[config.mk]
export PLATFORM = sky130hd
export DESIGN_NAME = pkt_serializer
export DESIGN_NICKNAME = d
export VERILOG_FILES = /design/src/rtl/pkt_ser_pkg.sv /design/src/rtl/sym_shifter.sv /design/src/rtl/pkt_serializer.sv
export SDC_FILE = /design/constraint.sdc
export NUM_CORES = 1
export LEC_CHECK = 0
export ABC_AREA = 0
export CAP_MARGIN = 5
export CORE_MARGIN = 3
export CORE_UTILIZATION = 40
export CTS_CLUSTER_SIZE = 20
export DETAILED_ROUTE_END_ITERATION = 10
export SETUP_SLACK_MARGIN = 0.02
export SYNTH_ARGS = -nofsm -noshare
export SYNTH_HDL_FRONTEND = slang
export SYNTH_HIERARCHICAL = 1
export SYNTH_SLANG_ARGS = --single-unit
[constraint.sdc]
create_clock -name clk_i -period 2.23 [get_ports clk_i]
set_input_delay 0.5575 -clock clk_i [delete_from_list [all_inputs] [get_ports clk_i]]
set_output_delay 0.5575 -clock clk_i [all_outputs]
set_load 0.005 [all_outputs]
[src/rtl/pkt_ser_pkg.sv]
// Shared symbol types, K-code constants and FSM state encoding for pkt_serializer.
// Build option: PKT_SERIALIZER_EOP_EN adds the ST_EOP state.
package pkt_ser_pkg;

  localparam int unsigned SYM_W = 9;

  // Symbol = {k, byte}; k marks a control code.
  typedef logic [SYM_W-1:0] sym_t;

  localparam sym_t COMMA = {1'b1, 8'h3C};
  localparam sym_t EOP   = {1'b1, 8'hFD};

  typedef enum logic [1:0] {
    ST_IDLE,
    ST_SOP,
`ifdef PKT_SERIALIZER_EOP_EN
    ST_DATA,
    ST_EOP
`else
    ST_DATA
`endif
  } state_t;

endpackage

[src/rtl/sym_shifter.sv]
// 9-bit symbol shifter: loads a symbol every 9th cycle and shifts it out LSB-first.
module sym_shifter
  import pkt_ser_pkg::*;
(
  input  logic clk_i,
  input  logic rst_i,
  input  sym_t sym_i,
  output logic sym_ena_o,
  output logic data_o
);

  logic [3:0] bit_cnt;
  sym_t       shifter;

  assign sym_ena_o = (bit_cnt == 4'd8);
  assign data_o    = shifter[0];

  // Bit counter wraps 0..8; the terminal count is the symbol boundary.
  always_ff @(posedge clk_i or posedge rst_i) begin
    if (rst_i) begin
      bit_cnt <= '0;
    end else if (sym_ena_o) begin
      bit_cnt <= '0;
    end else begin
      bit_cnt <= bit_cnt + 4'd1;
    end
  end

  // Load the next symbol at the boundary, otherwise shift toward bit 0.
  always_ff @(posedge clk_i or posedge rst_i) begin
    if (rst_i) begin
      shifter <= COMMA;
    end else if (sym_ena_o) begin
      shifter <= sym_i;
    end else begin
      shifter <= {1'b0, shifter[SYM_W-1:1]};
    end
  end

endmodule

[src/rtl/pkt_serializer.sv]
// Packet serializer: frames a NUM_BYTES payload with SOP commas onto a 1-bit
// 9b-symbol stream, idling on commas between packets.
// Build option: PKT_SERIALIZER_EOP_EN appends an EOP K-code after the payload.
module pkt_serializer
  import pkt_ser_pkg::*;
#(
  parameter int unsigned NUM_BYTES  = 4,
  parameter int unsigned SOP_COMMAS = 1
) (
  input  logic                   clk_i,
  input  logic                   rst_i,
  input  logic                   valid_i,
  output logic                   ready_o,
  input  logic [NUM_BYTES*8-1:0] data_i,
  output logic                   data_o,
  output logic                   sym_ena_o,
  output logic                   busy_o,
  output logic                   eot_o
);

  localparam int unsigned      IDX_W    = (NUM_BYTES > 1) ? $clog2(NUM_BYTES) : 1;
  localparam logic [IDX_W-1:0] LAST_IDX = IDX_W'(NUM_BYTES - 1);
  localparam logic [1:0]       LAST_SOP = 2'(SOP_COMMAS - 1);

  state_t                 state_q, state_d;
  logic [NUM_BYTES*8-1:0] payload_q;
  logic [IDX_W-1:0]       idx_q, idx_d;
  logic [1:0]             sop_q, sop_d;
  logic                   eot_q, eot_d;
  logic                   accept;
  logic                   sym_ena;
  logic [7:0]             byte_sel;
  sym_t                   sym_sel;

  assign ready_o   = (state_q == ST_IDLE);
  assign busy_o    = ~ready_o;
  assign eot_o     = eot_q;
  assign sym_ena_o = sym_ena;
  assign accept    = valid_i & ready_o;

  // Symbol mux: what the shifter loads at the next boundary.
  always_comb begin
    byte_sel = '0;
    for (int unsigned b = 0; b < NUM_BYTES; b++) begin
      if (idx_q == IDX_W'(b)) byte_sel = payload_q[b*8 +: 8];
    end
    sym_sel = COMMA;
    case (state_q)
      ST_DATA: sym_sel = {1'b0, byte_sel};
`ifdef PKT_SERIALIZER_EOP_EN
      ST_EOP:  sym_sel = EOP;
`endif
      default: sym_sel = COMMA;
    endcase
  end

  // Next-state logic; state advances only on symbol boundaries once a packet is accepted.
  always_comb begin
    state_d = state_q;
    idx_d   = idx_q;
    sop_d   = sop_q;
    eot_d   = 1'b0;
    case (state_q)
      ST_IDLE: begin
        if (accept) begin
          state_d = ST_SOP;
          sop_d   = '0;
        end
      end
      ST_SOP: begin
        if (sym_ena) begin
          if (sop_q == LAST_SOP) begin
            state_d = ST_DATA;
            idx_d   = '0;
          end else begin
            sop_d = sop_q + 2'd1;
          end
        end
      end
      ST_DATA: begin
        if (sym_ena) begin
          if (idx_q == LAST_IDX) begin
`ifdef PKT_SERIALIZER_EOP_EN
            state_d = ST_EOP;
`else
            state_d = ST_IDLE;
            eot_d   = 1'b1;
`endif
          end else begin
            idx_d = idx_q + 1'b1;
          end
        end
      end
`ifdef PKT_SERIALIZER_EOP_EN
      ST_EOP: begin
        if (sym_ena) begin
          state_d = ST_IDLE;
          eot_d   = 1'b1;
        end
      end
`endif
      default: state_d = ST_IDLE;
    endcase
  end

  // State, index, comma count and eot registers.
  always_ff @(posedge clk_i or posedge rst_i) begin
    if (rst_i) begin
      state_q <= ST_IDLE;
      idx_q   <= '0;
      sop_q   <= '0;
      eot_q   <= 1'b0;
    end else begin
      state_q <= state_d;
      idx_q   <= idx_d;
      sop_q   <= sop_d;
      eot_q   <= eot_d;
    end
  end

  // Payload is captured only on accept; data_i is ignored otherwise.
  always_ff @(posedge clk_i or posedge rst_i) begin
    if (rst_i) begin
      payload_q <= '0;
    end else if (accept) begin
      payload_q <= data_i;
    end
  end

  sym_shifter u_shifter (
    .clk_i     (clk_i),
    .rst_i     (rst_i),
    .sym_i     (sym_sel),
    .sym_ena_o (sym_ena),
    .data_o    (data_o)
  );

endmodule

# Word-level counts from Yosys, hierarchy flattened
# Cells that the tools add are included.
# op_classes
addsub	3
n_eq_ne	13
n_mux	25
n_bitwise	2
reduce_logical	8
# ops
operator	count
$mux W8	4
$mux W2	12
$mux W9	2
$ne A2 B2 Y1 const B	6
$reduce_and A5 Y1	2
$pmux W2 S2	2
$eq A2 B2 Y1 const B	3
$logic_not A2 Y1	3
$pmux W2 S3	1
$add A2 B1 Y2 const B	2
$add A4 B1 Y4 const B	1
$eq A2 B1 Y1 const B	2
$eq A4 B4 Y1 const B	1
$mux W4	1
$reduce_and A4 Y1	1
$reduce_bool A2 Y1	2
$mux W1	3
$ne A2 B1 Y1 const B	1
$and A1 B1 Y1	1
$not A1 Y1	1
# totals
ff_bits	52
output_inout_bits	5
elab_cells	58

# Depth between registers and ports, before layout
# logic_depth
word_depth	7
mapped_depth	7
depth_no_buf	6

# Modules after synthesis
# The synthesis kept the hierarchy.
# by_module_without_submodules
mod	n_inst	cells_per_inst	area_each_um2	seq_area_each_um2
pkt_serializer	1	159	1940.6	975.9
sym_shifter	1	37	564.3	331.6

# Worst setup path after synthesis
# Ideal clock, no wire load.
# synth_timing
kind	register to register
from	reg idx_q[0]
to	reg u_shifter.shifter[2]
arrival_ps	1636
slack_ps	512
stages_incl_launch_ff	8
path_buffers	2
synth_period_minus_slack_ps	1718
cell_sequence	dfrtp_1 > inv_1 > ha_1 > buf_2 > clkbuf_1 > a21oi_1 > a221o_1 > mux2_4
# synth_via
elab_chain_len	7
word_cells_on_any_way	10
classes_between	eq/ne: 3; mux: 6; reduce/logical: 1
# synth_lines
item	line_no	text
start: declaration	pkt_serializer.sv:27	logic [IDX_W-1:0] idx_q, idx_d;
start signal: assignment	pkt_serializer.sv:115	idx_q <= idx_d;
$logic_not A2 Y1	pkt_serializer.sv:45	if (idx_q == IDX_W'(b)) byte_sel = payload_q[b*8 +: 8];
$mux W8 (3 in a row)	pkt_serializer.sv:45	
$mux W8 *	pkt_serializer.sv:45	
$mux W9 *	pkt_serializer.sv:48	case (state_q)
net sym_sel[2]	pkt_serializer.sv:33	sym_t sym_sel;
$mux W9 *	sym_shifter.sv:33	end else if (sym_ena_o) begin
end signal: assignment	sym_shifter.sv:34	shifter <= sym_i;
end signal: assignment	sym_shifter.sv:36	shifter <= {1'b0, shifter[SYM_W-1:1]};
end: declaration	sym_shifter.sv:13	sym_t shifter;
# Mark *: on every way through the listed nets, which the timed path passes. The rest lies on a longest branch.
# A chain may end at the register's enable or synchronous reset.

# Final worst setup path
# layout_timing
from	reg state_q[1]
to	out ready_o
# layout_via
elab_chain_len	1
# layout_lines
item	line_no	text
start: declaration	pkt_serializer.sv:25	state_t state_q, state_d;
start signal: assignment	pkt_serializer.sv:114	state_q <= state_d;
$logic_not A2 Y1	pkt_serializer.sv:35	assign ready_o = (state_q == ST_IDLE);
end: declaration	pkt_serializer.sv:13	output logic ready_o,
# No other way between the ends.

==> impl_results.md <==
* Die Outline Area at between 7000 and 8000 sq um
* Post-synthesis cell count at approximately 200
* Clk root buf: sky130_fd_sc_hd__clkbuf_8
* Crit path required time at approximately 1700 ps
* Clock tree buffer depth at 2
* Setup-failing EPs final at 0
* Maximum number of pins on one net before global-route repair at 40
* Count of unresolved DRC violations after routing at 0
* Arrival time of data at the critical path endpoint at around 1500 ps
* Average cell area after synthesis at about 13 sq um
* Type of origin of the critical path: flip-flop
* Number of synthesis warnings at 6
* Hold_buf cts at 0
* Vias post-DR at 1563
* Total clock buffers created by CTS at 5
* Area delta synth->final at 23.98%
* CP Class: reg -> out
* Later-pin clock latency in the skew report at 300 ps
* Setup total negative slack at 0 ps
* Pre-Repair DR Iteration Count at 4
* Unique masters post-synth at 35
* Clock-pin slew on the worst setup and hold paths at approximately 90 ps
* Non-Filler Instances at 315
* Endpoint of the lowest-slack register-to-register path: u_shifter/shifter[0]
* Max-slew violation total from the final report at 0
* First-pass GRT wire length at between 7000 and 8000 um
* Relative slew slack at around three fifths
* Crit path max-delay cell type: sky130_fd_sc_hd__clkdlybuf4s50_1
* Critical Path Fanout Max at 2
* Highest metal layer used by the detailed router: met4
* Overall Global Routing Usage at a little over an eighth
* Worst hold-check slack at slightly below 500 ps
* Number of cells in the design after placement at a little over 300
* Fraction of layout cells with a size suffix above 1 at approximately 18%
* Highest cell delay on the worst timing path at roughly 480 ps
* Clock period minus worst slack at around 2000 ps
* Number of sinks handled by clock tree synthesis at 52
* WL met3 at about 210 um
* Run status: finished clean
* Via count normalized by instance count at about 5
* IR Drop Worst-Case VDD at between 0.0004 and 0.0005 V
* GPL Wtd Cong at ~0.7
* Count of boundary I/O pins at 40
* Post-DR wirelength/cell at between 10 and 15 um
* Post-placement cell area at 2967 sq um
* Initial cell density of the core at a little over two fifths
* Clock tree from TritonCTS: done
* Congestion Overflow GR at 0
* X dimension of the die at about 85 um
* Kind of end point of the critical path: output pin
* Synthesized Nets at 238
* Number of buffer and inverter instances along the worst setup path at 2
* Nets at 281
* Depth of the worst hold-timing path at 1
* Height of the chip at between 80 and 90 um
* Total inserted antenna cells at 0
* Highest achievable clock rate at approximately 500 MHz
* Critical register-to-register path startpoint: idx_q[0]
* Antenna violation net count after detailed routing at 0
* Fraction of the cycle the final worst path needs at roughly nine tenths
* Worst Skew at approximately 6.7 ps
* Length of routed wiring on met1 at ~2100 um
* Combined area of all synthesized cells at roughly 2500 sq um
* Sequential share of the synthesized area at a little over half
* Deepest level of the CTS H-tree at 2
* Path type of the worst min-delay path: reg -> reg
* Number of design-rule violations left by the first detailed-router iteration at 74
* Leak pwr at about 1.4 nW
* Aggregate routed wire length at approximately 4300 um
* Pwr/cell area at around 970 nW/um^2
* Routed wl met2 at between 2000 and 2500 um
* IO buf count at 39
* Site row count at 28
* R2r setup slk at 290 ps
* Reported max-cap violation count at 0
* Number of endpoints with negative hold slack in the final report at 0
* Reg2Reg Depth at 6
* CP Cell Sequence: or2_1, inv_1, clkdlybuf4s50_1
* Seq cells post-synth at between 50 and 60
* Min-delay src: u_shifter/shifter[7]
* Vias in the first global route at approximately 1600
* Detail Placement HPWL at ~3000 um
* RSZ-0062 raised after global routing: no
* Core Footprint at between 5000 and 6000 sq um
* Number of antenna violations at the first check in global routing at 0
* Min-Delay Endpoint: u_shifter/shifter[6]
* Crit-path leading delay family: buffers and inverters
* Total Power Consumption at roughly 3.0 mW
* Cell area after layout at 3105 sq um
* Measured slew at the worst slew-check pin at between 600 and 700 ps
-- worst max path at each step --
stage | start | endpoint | slack [ps] | depth (start not counted)
2_1_floorplan | idx_q[0] | u_shifter/shifter[2] | 510 | 7
3_3_place_gp | valid_i | payload_q[7] | 240 | 4
3_5_place_dp | valid_i | sop_q[0] | 230 | 5
4_1_cts | u_shifter/bit_cnt[0] | sym_ena_o | 30 | 4
5_1_grt | state_q[1] | ready_o | 120 | 3
6_report | state_q[1] | ready_o | 210 | 3
-- per-stage QoR --
stage	utilization [%]	worst slack, ps
after detailed placement	49.52	231.4
final	51.84	211.3
after CTS	51.57	28.53
after global placement	49.52	241.9
after global routing	51.84	118.5
after floorplan	-	511.9
-- synthesized netlist by cell type --
| cell | instances | area, sq um |
|---|---|---|
| sky130_fd_sc_hd__nor2_1 | 4 | 15.01 |
| sky130_fd_sc_hd__dfstp_2 | 5 | 131.4 |
| sky130_fd_sc_hd__buf_2 | 3 | 15.01 |
| sky130_fd_sc_hd__o221ai_1 | 1 | 8.760 |
| sky130_fd_sc_hd__nor3b_2 | 2 | 25.02 |
| sky130_fd_sc_hd__o41ai_2 | 4 | 65.06 |
| sky130_fd_sc_hd__a311oi_1 | 1 | 8.760 |
| sky130_fd_sc_hd__and3_1 | 1 | 6.260 |
| sky130_fd_sc_hd__o21ai_1 | 9 | 45.04 |
| sky130_fd_sc_hd__dfrtp_1 | 47 | 1176 |
| sky130_fd_sc_hd__inv_1 | 14 | 52.55 |
| sky130_fd_sc_hd__ha_1 | 7 | 87.58 |
| sky130_fd_sc_hd__a22o_1 | 1 | 8.760 |
| sky130_fd_sc_hd__or2_1 | 1 | 6.260 |
| sky130_fd_sc_hd__nand2b_1 | 1 | 6.260 |
| sky130_fd_sc_hd__inv_2 | 1 | 3.750 |
| sky130_fd_sc_hd__buf_4 | 2 | 15.01 |
| sky130_fd_sc_hd__clkbuf_1 | 2 | 7.510 |
| sky130_fd_sc_hd__a41o_1 | 1 | 10.01 |
| sky130_fd_sc_hd__nand4b_1 | 1 | 8.760 |
| sky130_fd_sc_hd__and4bb_1 | 1 | 12.51 |
| sky130_fd_sc_hd__nor2b_1 | 5 | 31.28 |
| sky130_fd_sc_hd__and2_1 | 2 | 12.51 |
| sky130_fd_sc_hd__mux2_2 | 2 | 22.52 |
| sky130_fd_sc_hd__mux2i_1 | 1 | 10.01 |
| sky130_fd_sc_hd__nand2_1 | 10 | 37.54 |
| sky130_fd_sc_hd__nor2b_4 | 1 | 13.76 |
| sky130_fd_sc_hd__a221o_1 | 4 | 40.04 |
| sky130_fd_sc_hd__a221oi_1 | 4 | 35.03 |
| sky130_fd_sc_hd__mux2_4 | 7 | 105.1 |
| sky130_fd_sc_hd__a21oi_1 | 10 | 50.05 |
| sky130_fd_sc_hd__mux2_1 | 30 | 337.8 |
| sky130_fd_sc_hd__buf_6 | 5 | 56.30 |
| sky130_fd_sc_hd__nand3_1 | 4 | 20.02 |
| sky130_fd_sc_hd__and3b_1 | 2 | 17.52 |
-- metal layers --
metal	vias up	track usage [%]
met4	0	3.885
met2	33	21.33
met1	749	17.97
met3	4	2.816
li1	777	-
met5	-	0
-- cell type report --
class,instances,area (sq um)
clock buffer,6,72.57
tap,75,93.84
fill,536,2885
clock inverter,2,35.03
inverter,15,56.30
timing repair buffer,48,473.0
sequential,52,1308
multi-input combinational,117,1067
-- power breakdown --
group          total, mW  internal [mW]  switching, mW
logic              0.888          0.492          0.396
clock network      0.631          0.333          0.298
registers           1.48           1.32          0.166
-- cell usage in the layout, fill, tap and decap left out, types with 2 or more instances in the layout --
| master | count |
|---|---|
| sky130_fd_sc_hd__dfrtp_1 | 47 |
| sky130_fd_sc_hd__clkdlybuf4s50_1 | 38 |
| sky130_fd_sc_hd__mux2_1 | 30 |
| sky130_fd_sc_hd__inv_1 | 12 |
| sky130_fd_sc_hd__nand2_1 | 10 |
| sky130_fd_sc_hd__a21oi_1 | 10 |
| sky130_fd_sc_hd__o21ai_1 | 9 |
| sky130_fd_sc_hd__buf_4 | 8 |
| sky130_fd_sc_hd__mux2_4 | 7 |
| sky130_fd_sc_hd__ha_1 | 6 |
| sky130_fd_sc_hd__nor2b_1 | 5 |
| sky130_fd_sc_hd__clkbuf_8 | 5 |
| sky130_fd_sc_hd__dfstp_2 | 5 |
| sky130_fd_sc_hd__a221o_1 | 4 |
| sky130_fd_sc_hd__a221oi_1 | 4 |
| sky130_fd_sc_hd__nand3_1 | 4 |
| sky130_fd_sc_hd__o41ai_2 | 4 |
| sky130_fd_sc_hd__nor2_1 | 4 |
| sky130_fd_sc_hd__inv_2 | 3 |
| sky130_fd_sc_hd__mux2_2 | 2 |
| sky130_fd_sc_hd__and2_1 | 2 |
-- state kept, by name, indices dropped and copies added, names as in the netlist --
signal and flops:
payload_q 32, u_shifter/bit_cnt 4, eot_o 1, u_shifter/shifter 9, idx_q 2, state_q 2
sop_q 2
-- timing repair --
action	in CTS	in global routing
endpoints found under the setup margin	1	1
setup buffers	2	0
pin swaps	0	1
gates resized for setup	0	6
-- kinds of logic (layout without fill, tap and decap cells) --
logic type	Yosys count	count (layout)	synth area share, %
compound gates	35	35	10.84
fa+ha+maj	7	7	3.496
buf+inv	27	71	5.993
flops	52	52	52.20
mux	40	40	18.98
simple gates	35	35	8.492
Note: power is estimated with default switching activity, not from simulation.
